## config.mk

```make
export PLATFORM = sky130hd
export DESIGN_NAME = imem_fetch_ctrl
export DESIGN_NICKNAME = d
export VERILOG_FILES = /design/src/rtl/mips_fetch_pkg.sv /design/src/rtl/fetch_fifo.sv /design/src/rtl/imem_fetch_ctrl.sv
export SDC_FILE = /design/constraint.sdc
export NUM_CORES = 1
export LEC_CHECK = 0
export BUFFER_PORTS_ARGS = -buffer_cell sky130_fd_sc_hd__buf_2
export CAP_MARGIN = 10
export CELL_PAD_IN_SITES_DETAIL_PLACEMENT = 0
export CELL_PAD_IN_SITES_GLOBAL_PLACEMENT = 1
export CORE_UTILIZATION = 40
export DETAILED_ROUTE_END_ITERATION = 8
export PLACE_DENSITY = 0.72
export REMOVE_ABC_BUFFERS = 1
export SYNTH_ARGS = -nofsm -noshare
export SYNTH_HDL_FRONTEND = slang
export SYNTH_SLANG_ARGS = --single-unit
```

## constraint.sdc

```tcl
create_clock -name clk -period 4.9 [get_ports clk]
set_input_delay 0.49 -clock clk [delete_from_list [all_inputs] [get_ports clk]]
set_output_delay 0.49 -clock clk [all_outputs]
set_load 0.05 [all_outputs]
```

## src/rtl/mips_fetch_pkg.sv

```systemverilog
// Shared types and constants for the instruction-fetch slice.
package mips_fetch_pkg;

  localparam int unsigned XLEN    = 32;
  localparam int unsigned PC_STEP = 4;

  localparam logic [XLEN-1:0] DEFAULT_RESET_PC = 32'h0040_0000;

  typedef enum logic [1:0] {
    RUN  = 2'd0,
    HALT = 2'd1,
    ERR  = 2'd2
  } fetch_state_t;

  typedef struct packed {
    logic [XLEN-1:0] pc;
    logic [XLEN-1:0] instr;
  } fetch_entry_t;

endpackage

```

## src/rtl/fetch_fifo.sv

```systemverilog
// Prefetch FIFO holding {pc, instr}; push and pop may coincide at any
// occupancy, and a synchronous clear empties it (clear wins over push/pop).
module fetch_fifo
  import mips_fetch_pkg::*;
#(
  parameter int unsigned DEPTH = 2,
  parameter type entry_t = fetch_entry_t,
  localparam int unsigned AW = (DEPTH > 1) ? $clog2(DEPTH) : 1,
  localparam int unsigned CW = $clog2(DEPTH + 1)
) (
  input  logic          clk,
  input  logic          rst_n,
  input  logic          clr_i,
  input  logic          push_i,
  input  entry_t        data_i,
  input  logic          pop_i,
  output logic          valid_o,
  output entry_t        head_o,
  output logic [CW-1:0] count_o
);

  entry_t        mem_q [DEPTH];
  entry_t        mem_d [DEPTH];
  logic [AW-1:0] wr_ptr_q, wr_ptr_d;
  logic [AW-1:0] rd_ptr_q, rd_ptr_d;
  logic [CW-1:0] count_q, count_d;
  logic          do_push, do_pop;

  assign valid_o = (count_q != '0);
  assign head_o  = mem_q[rd_ptr_q];
  assign count_o = count_q;

  assign do_push = push_i & ~clr_i;
  assign do_pop  = pop_i & valid_o & ~clr_i;

  always_comb begin
    mem_d = mem_q;
    if (do_push) mem_d[wr_ptr_q] = data_i;
    if (clr_i) begin
      wr_ptr_d = '0;
      rd_ptr_d = '0;
      count_d  = '0;
    end else begin
      wr_ptr_d = wr_ptr_q + AW'(do_push);
      rd_ptr_d = rd_ptr_q + AW'(do_pop);
      count_d  = count_q + CW'(do_push) - CW'(do_pop);
    end
  end

  always_ff @(posedge clk or negedge rst_n) begin
    if (!rst_n) begin
      for (int unsigned i = 0; i < DEPTH; i++) mem_q[i] <= '0;
      wr_ptr_q <= '0;
      rd_ptr_q <= '0;
      count_q  <= '0;
    end else begin
      mem_q    <= mem_d;
      wr_ptr_q <= wr_ptr_d;
      rd_ptr_q <= rd_ptr_d;
      count_q  <= count_d;
    end
  end

  // The fetch issue rule reserves a slot per in-flight read, so a full push is a bug.
  a_no_overflow: assert property (@(posedge clk) disable iff (!rst_n)
    !(do_push && !do_pop && count_q == CW'(DEPTH)));

endmodule

```

## src/rtl/imem_fetch_ctrl.sv

```systemverilog
// Fetch sequencer: owns the PC, issues one read per cycle, handles redirect/halt.
// Optional misaligned-redirect trap enabled by defining IMEM_FETCH_ALIGN_CHECK_EN.
module imem_fetch_ctrl
  import mips_fetch_pkg::*;
#(
  parameter int unsigned           DATA_WIDTH = 32,
  parameter logic [DATA_WIDTH-1:0] RESET_PC   = DATA_WIDTH'(DEFAULT_RESET_PC),
  parameter int unsigned           FIFO_DEPTH = 2
) (
  input  logic                  clk,
  input  logic                  reset,
  output logic                  mem_rd_o,
  output logic [DATA_WIDTH-1:0] mem_addr_o,
  input  logic [DATA_WIDTH-1:0] mem_rdata_i,
  output logic                  instr_valid_o,
  input  logic                  instr_ready_i,
  output logic [DATA_WIDTH-1:0] instr_o,
  output logic [DATA_WIDTH-1:0] instr_pc_o,
  input  logic                  redirect_i,
  input  logic [DATA_WIDTH-1:0] redirect_pc_i,
  input  logic                  halt_i,
  output logic                  halted_o,
  output logic                  fetch_err_o
);

  localparam int unsigned CW = $clog2(FIFO_DEPTH + 1);

  typedef struct packed {
    logic [DATA_WIDTH-1:0] pc;
    logic [DATA_WIDTH-1:0] instr;
  } entry_t;

  fetch_state_t          state_q, state_d;
  logic [DATA_WIDTH-1:0] pc_q, pc_d;
  logic                  inflight_q, inflight_d;
  logic                  fifo_valid, pop, push, issue, redirect_act;
  logic [CW-1:0]         fifo_count;
  logic [CW:0]           occ, lim;
  logic [DATA_WIDTH-1:0] target_pc;
  entry_t                push_entry, head;

`ifdef IMEM_FETCH_ALIGN_CHECK_EN
  logic err_q, err_d, misaligned;
  assign target_pc    = redirect_pc_i;
  assign misaligned   = |redirect_pc_i[1:0];
  assign redirect_act = redirect_i & (state_q != ERR);
  assign err_d        = err_q | (redirect_act & misaligned);
  assign fetch_err_o  = err_q;
`else
  assign target_pc    = redirect_pc_i & ~DATA_WIDTH'(3);
  assign redirect_act = redirect_i;
  assign fetch_err_o  = 1'b0;
`endif

  assign pop = fifo_valid & instr_ready_i;
  // Compare as count+inflight < DEPTH+pop to avoid underflow on the subtraction.
  assign occ   = (CW+1)'(fifo_count) + (CW+1)'(inflight_q);
  assign lim   = (CW+1)'(FIFO_DEPTH) + (CW+1)'(pop);
  assign issue = (state_q == RUN) & ~redirect_i & ~halt_i & (occ < lim);

  // A response landing in the redirect cycle belongs to the old stream: squash it.
  assign push       = inflight_q & ~redirect_act;
  assign push_entry = '{pc: pc_q - DATA_WIDTH'(PC_STEP), instr: mem_rdata_i};

  always_comb begin
    state_d    = state_q;
    pc_d       = pc_q;
    inflight_d = issue;
    if (issue) pc_d = pc_q + DATA_WIDTH'(PC_STEP);
    if (redirect_act) begin
      pc_d    = target_pc;
      state_d = halt_i ? HALT : RUN;
`ifdef IMEM_FETCH_ALIGN_CHECK_EN
      if (misaligned) state_d = ERR;
`endif
    end else if (halt_i && state_q == RUN) begin
      state_d = HALT;
    end
  end

  always_ff @(posedge clk or negedge reset) begin
    if (!reset) begin
      state_q    <= RUN;
      pc_q       <= RESET_PC;
      inflight_q <= 1'b0;
`ifdef IMEM_FETCH_ALIGN_CHECK_EN
      err_q      <= 1'b0;
`endif
    end else begin
      state_q    <= state_d;
      pc_q       <= pc_d;
      inflight_q <= inflight_d;
`ifdef IMEM_FETCH_ALIGN_CHECK_EN
      err_q      <= err_d;
`endif
    end
  end

  fetch_fifo #(
    .DEPTH   (FIFO_DEPTH),
    .entry_t (entry_t)
  ) u_fifo (
    .clk     (clk),
    .rst_n   (reset),
    .clr_i   (redirect_act),
    .push_i  (push),
    .data_i  (push_entry),
    .pop_i   (pop & ~redirect_act),
    .valid_o (fifo_valid),
    .head_o  (head),
    .count_o (fifo_count)
  );

  assign mem_rd_o      = issue & reset;
  assign mem_addr_o    = pc_q;
  assign instr_valid_o = fifo_valid;
  assign instr_o       = head.instr;
  assign instr_pc_o    = head.pc;
  assign halted_o      = (state_q == HALT) & ~inflight_q;

endmodule

```

==> flow_summary.json, run 1 <==
{
  "nFillCells": 1889,
  "design_area_mm2": 0.00959,
  "synth_area_mm2": 0.00797,
  "drive_gt1_frac": 0.389,
  "setup_tns_ns": 0,
  "fin_worst_skew_ns": 0.0119,
  "vdd_drop_max_mv": 0.239,
  "crit_required_ns": 4.41,
  "grt_max_degree": 71,
  "finalNonFillerCells": 1155,
  "synth_seq_area_share": 0.503,
  "cap_violations": 0,
  "register_area_mm2": 0.00401,
  "yosys.area.top_type_share": 0.499,
  "wirelength_um": 19400,
  "p_per_area_mw_per_mm2": 473,
  "cp_max_fo": 42,
  "worst_setup_path_end_kind": "output pin",
  "synth_edf_count": 0,
  "vias": 5912,
  "cts_buffers": 17,
  "switchingPower_mw": 1.75,
  "clk_latency_ns": 0.42,
  "via_per_inst": 5.12,
  "cts_buffer_depth": 2,
  "synth_area_leaders": "dfrtp_1, mux2_2, nor2_1",
  "dpl_cell_area_mm2": 0.00897,
  "relSlewSlack": 0.295,
  "fin_ws_ns": 1.84,
  "worstSetupPathType": "reg2out",
  "multi_input_area_mm2": 0.00370,
  "grt_pass1_wl_um": 31300,
  "die_w_um": 143,
  "worst_slew_pin_slew_ns": 1.06,
  "wl_per_cell_um": 16.8,
  "final_cell_mix": "buf_2, dfrtp_1, mux2_2",
  "finalCritPeriodShare": 0.625,
  "status": "finished clean",
  "p_seq_frac": 0.378,
  "drt-pass1-iter-count": 4,
  "path_clk_slew_ns": 0.07,
  "switching_share": 0.385,
  "final_common_cell": "buf_2",
  "dp_cells": 1121,
  "overflow": 0,
  "dp_hpwl_um": 12800,
  "utilization": 0.493,
  "antenna_found_initial": 0,
  "syn-mean-instance-area_um2": 10.7,
  "leakage_nw": 4.27,
  "layout_min_cycle_time_ns": 3.06,
  "drt_iter0_drc": 298,
  "finalHoldViolCount": 0,
  "startpoint_type": "flop",
  "io_buffers": 161,
  "drv_slew": 0,
  "max_freq_ghz": 0.326,
  "postRouteAntennaNets": 0,
  "grt.total_usage": 0.199,
  "finalSetupViolCount": 0,
  "cts.sinks": 160,
  "nets": 953,
  "grt_pass1_vias": 5845,
  "synth_ff_type": "dfrtp_1",
  "clockRootBuffer": "clkbuf_16",
  "core_area_mm2": 0.0195,
  "synthCells": 743,
  "hp-class": "in2reg",
  "rsz0062_at_grt": "no",
  "die_h_um": 143,
  "drc": 0,
  "htreeDepth": 4,
  "rows": 51,
  "intPower_mw": 2.79,
  "ys_seq_elements": 160,
  "whs_ns": 0.271,
  "synth_area_leader_cell": "dfrtp_1",
  "pwr-share-comb": 0.321,
  "post_cts_resized": 0,
  "cts_tree": "yes",
  "yosysWarnings": 0,
  "dieArea_mm2": 0.0205,
  "pre_cts_ws_ns": 2.26,
  "p_clk_frac": 0.301,
  "critPathArrivalTime_ns": 2.57,
  "area_growth_pct": 20.4,
  "ys_async_sr_fraction": 1.00,
  "total_power_mw": 4.54,
  "synthDistinctLibCells": 45,
  "postCtsSetupRepairBufs": 0,
  "io_pins": 169,
  "gp_congestion": 0.758,
  "initial_utilization": 0.409
}
## layer usage
layer / vias up / track usage / routed length [um]
met5: - / 0 / 0
met4: 0 / 0.0662 / 153
met3: 10 / 0.0409 / 1050
met2: 155 / 0.310 / 8870
met1: 2880 / 0.274 / 9340
li1: 2867 / - / -
## path summary, 6_finish.rpt
kind | startpoint | to | slack (ns) | depth (start not counted)
min in group asynchronous | reset | mem_addr_o[27] | 0.57 | 2
worst min register to register | u_fifo.mem_q[27] | u_fifo.mem_q[27] | 0.50 | 1
worst max register to register | mem_addr_o[5] | mem_addr_o[19] | 2.28 | 5
worst max-delay path | u_fifo.rd_ptr_q | instr_pc_o[4] | 1.84 | 3
worst min-delay path | redirect_pc_i[10] | mem_addr_o[10] | 0.27 | 3
max in group asynchronous | reset | u_fifo.rd_ptr_q | 3.03 | 3
## power groups by stage
stage | combinational [mW] | clock, mW | sequential (mW)
after floorplan | 1.07 | 0 | 1.77
after global placement | 1.46 | 0 | 1.73
after detailed placement | 1.46 | 0 | 1.74
after CTS | 1.47 | 1.41 | 1.72
after global routing | 1.56 | 1.46 | 1.75
final | 1.46 | 1.37 | 1.71
## cells in the mapped netlist, types with 2 or more instances
cell type / n
o21ai_0: 25
o311ai_0: 4
and3_1: 4
mux2_2: 128
buf_6: 2
dfrtp_1: 159
and2_1: 4
nand3_1: 22
or3_1: 5
nor4_2: 3
nand4b_1: 4
nor3_1: 14
buf_1: 9
buf_4: 5
nor2_1: 78
ha_1: 8
nor4_1: 13
nor2b_1: 4
clkbuf_1: 42
a31o_2: 3
xnor2_1: 26
nand4_1: 21
inv_1: 8
o211ai_1: 4
nand2_1: 43
a21oi_1: 58
buf_2: 3
xor2_1: 23
or4_1: 5
## area by class of cell
type	count	area share
sequential	160	0.418
timing repair buffer	172	0.0948
clock inverter	12	0.0154
clock buffer	20	0.0476
inverter	9	0.00352
antenna	1	0.000261
multi-input combinational	516	0.386
tap	265	0.0346
## kinds of logic (layout without fill, tap and decap cells)
group                    after synthesis  count (layout)  synth area share
AO/OA/AOI/OAI                         98              98            0.0672
XOR/XNOR                              49              49            0.0539
adder cells (fa/ha/maj)                8               8            0.0126
buffers and inverters                 71             213            0.0383
flip-flops                           160             160             0.503
multiplexers                         129             129             0.182
other                                  1               6          0.000471
AND/OR/NAND/NOR                      227             227             0.143
## flip-flops by register name (all words and copies together) (netlist names)
| signal | count |
|---|---|
| u_fifo.wr_ptr_q | 1 |
| u_fifo.rd_ptr_q | 1 |
| u_fifo.count_o | 2 |
| inflight_q | 1 |
| u_fifo.mem_q | 124 |
| state_q | 1 |
| mem_addr_o | 30 |
## timing repair
item | CTS | global route
endpoints found under the hold margin | 39 | 0
hold buffers | 1 | 0
endpoints found under the setup margin | 0 | 0
## critical path, cell delays in order (launching register included)
cell and delay [ns]:
dfrtp_2 1.05, buf_4 0.47, mux2_2 0.41, buf_2 0.22
No activity file was read; power rests on OpenSTA's default activity.
==> inputs of run 2 (changes only) <==
--- a/config.mk
+++ b/config.mk
@@ -9,9 +9,9 @@
 export CAP_MARGIN = 10
 export CELL_PAD_IN_SITES_DETAIL_PLACEMENT = 0
 export CELL_PAD_IN_SITES_GLOBAL_PLACEMENT = 1
-export CORE_UTILIZATION = 40
+export CORE_UTILIZATION = 39
 export DETAILED_ROUTE_END_ITERATION = 8
-export PLACE_DENSITY = 0.72
+export PLACE_DENSITY = 0.73
 export REMOVE_ABC_BUFFERS = 1
 export SYNTH_ARGS = -nofsm -noshare
 export SYNTH_HDL_FRONTEND = slang
==> constraint.sdc (replaced) <==
create_clock -name clk -period 2.7 [get_ports clk]
set_input_delay 0.27 -clock clk [delete_from_list [all_inputs] [get_ports clk]]
set_output_delay 0.27 -clock clk [all_outputs]
set_load 0.05 [all_outputs]
==> run 2 against run 1 <==
Net effect:
- clock-buffer cell count is 2 lower
- sequential share of layout area is 0.62 points lower
- utilization is 0.098 points higher
- register-to-register slack worse by 1.8 ns
- combinational power is 86% higher
- critical path depth is 3 higher
- largest cell class unchanged
- largest power group unchanged
- highest routed layer unchanged
==> flow_summary.json, run 2 (same netlist as run 1, synthesis figures left out) <==
{
  "io_buffers": 161,
  "max_freq_ghz": 0.404,
  "initial_utilization": 0.404,
  "layout_min_cycle_time_ns": 2.48,
  "worst_setup_path_end_kind": "output pin",
  "crit_required_ns": 2.43,
  "grt_pass1_vias": 5990,
  "multi_input_area_mm2": 0.00370,
  "rsz0062_at_grt": "no",
  "setup.reg_to_reg.worst_slack_ns": 0.51,
  "wl_met1_um": 9620,
  "dr_wl_met2_um": 8850,
  "utilization": 0.494,
  "postCtsSetupRepairBufs": 0,
  "clockRootBuffer": "clkbuf_16",
  "core_area_mm2": 0.0197,
  "largest_reg_flops": 124,
  "cts_tree": "yes",
  "gp_congestion": 0.767,
  "drive_gt1_frac": 0.402,
  "htreeDepth": 4,
  "status": "finished clean",
  "antenna_found_initial": 0,
  "postRouteAntennaNets": 0,
  "grt_max_degree": 161,
  "path_clk_slew_ns": 0.07,
  "design_area_mm2": 0.00974,
  "register_area_mm2": 0.00401,
  "setup_tns_ns": 0,
  "cts_buffers": 17,
  "startpoint_type": "flop",
  "relSlewSlack": 0.426,
  "io_pins": 169,
  "die_w_um": 145,
  "cts_buffer_depth": 2,
  "worst_slew_pin_slew_ns": 0.861,
  "cp_max_fo": 6,
  "finalSetupViolCount": 0,
  "area_growth_pct": 22.2,
  "grt.total_usage": 0.194,
  "dpl_cell_area_mm2": 0.00918,
  "vdd_drop_max_mv": 0.450,
  "top_layer": "met4",
  "drv_slew": 0,
  "regMostFlops": "u_fifo.mem_q",
  "cap_violations": 0,
  "dp_hpwl_um": 13500,
  "drt-pass1-iter-count": 4,
  "critPathArrivalTime_ns": 2.21,
  "worstSetupPathType": "reg2out",
  "wl_met3_um": 976,
  "finalCritPeriodShare": 0.917,
  "nFillCells": 1831,
  "nets": 969,
  "post_cts_resized": 0,
  "die_h_um": 145,
  "fin_worst_skew_ns": 0.00808,
  "final_cell_mix": "buf_2, dfrtp_1, mux2_2",
  "via_per_inst": 5.08,
  "clk_latency_ns": 0.42,
  "hp-class": "in2async",
  "final_common_cell": "buf_2",
  "overflow": 0,
  "grt_pass1_wl_um": 32100,
  "wl_per_cell_um": 16.8,
  "leakage_nw": 4.35,
  "cts_hold_buf": 0,
  "n_antenna_cell": 0,
  "drc": 0,
  "dieArea_mm2": 0.0210,
  "finalHoldViolCount": 0,
  "rows": 51,
  "p_per_area_mw_per_mm2": 831,
  "vias": 5948,
  "wirelength_um": 19700,
  "cts.sinks": 160,
  "drt_iter0_drc": 290
}
[run 2: final timing paths]
kind,from,end,cells past startpoint
min in group clk,redirect_pc_i[6],mem_addr_o[6],3
setup / recovery,u_fifo.count_o[0],mem_rd_o,6
setup reg to reg,mem_addr_o[27],u_fifo.mem_q[62],5
hold reg to reg,u_fifo.mem_q[6],u_fifo.mem_q[6],1
max in group asynchronous,reset,u_fifo.rd_ptr_q,2
hold / removal,reset,u_fifo.mem_q[91],2
[run 2: worst max-delay path, stage by stage, from the launching register on]
cell,delay (ns)
dfrtp_1,0.40
ha_1,0.19
ha_1,0.20
nor4_1,0.27
buf_4,0.23
and3_1,0.20
buf_2,0.28
[run 2: stage by stage]
stage          cells  power, mW  setup WS (ns)  hold WS [ns]
2_1_floorplan    685       5.17         -0.261       -0.0256
3_5_place_dp    1138       5.85          0.514         0.483
5_1_grt         1170       8.50         0.0960        0.0468
3_3_place_gp    1138       5.82          0.566         0.476
4_1_cts         1170       8.18          0.224        0.0370
6_report        1170       8.09          0.224        0.0220
[run 2: power breakdown]
| part | switching, mW | internal [mW] | total, mW |
|---|---|---|---|
| Clock | 1.07 | 1.23 | 2.30 |
| Combinational | 1.87 | 0.839 | 2.71 |
| Sequential | 0.266 | 2.81 | 3.08 |
| Total | 3.20 | 4.88 | 8.09 |
[run 2: cell type report]
cell class              instances  area share
repair buffers                188       0.113
multi-input cells             516       0.380
inverters                       9     0.00347
well taps                     265      0.0341
clock buffers                  18      0.0451
flip-flops and latches        160       0.412
clock inverters                14      0.0123
[run 2: routing by layer]
layer / vias up / track usage
met1: 2860 / 0.279
met3: 17 / 0.0393
met4: 0 / 0.0537
li1: 2906 / -
met2: 165 / 0.293
met5: - / 0
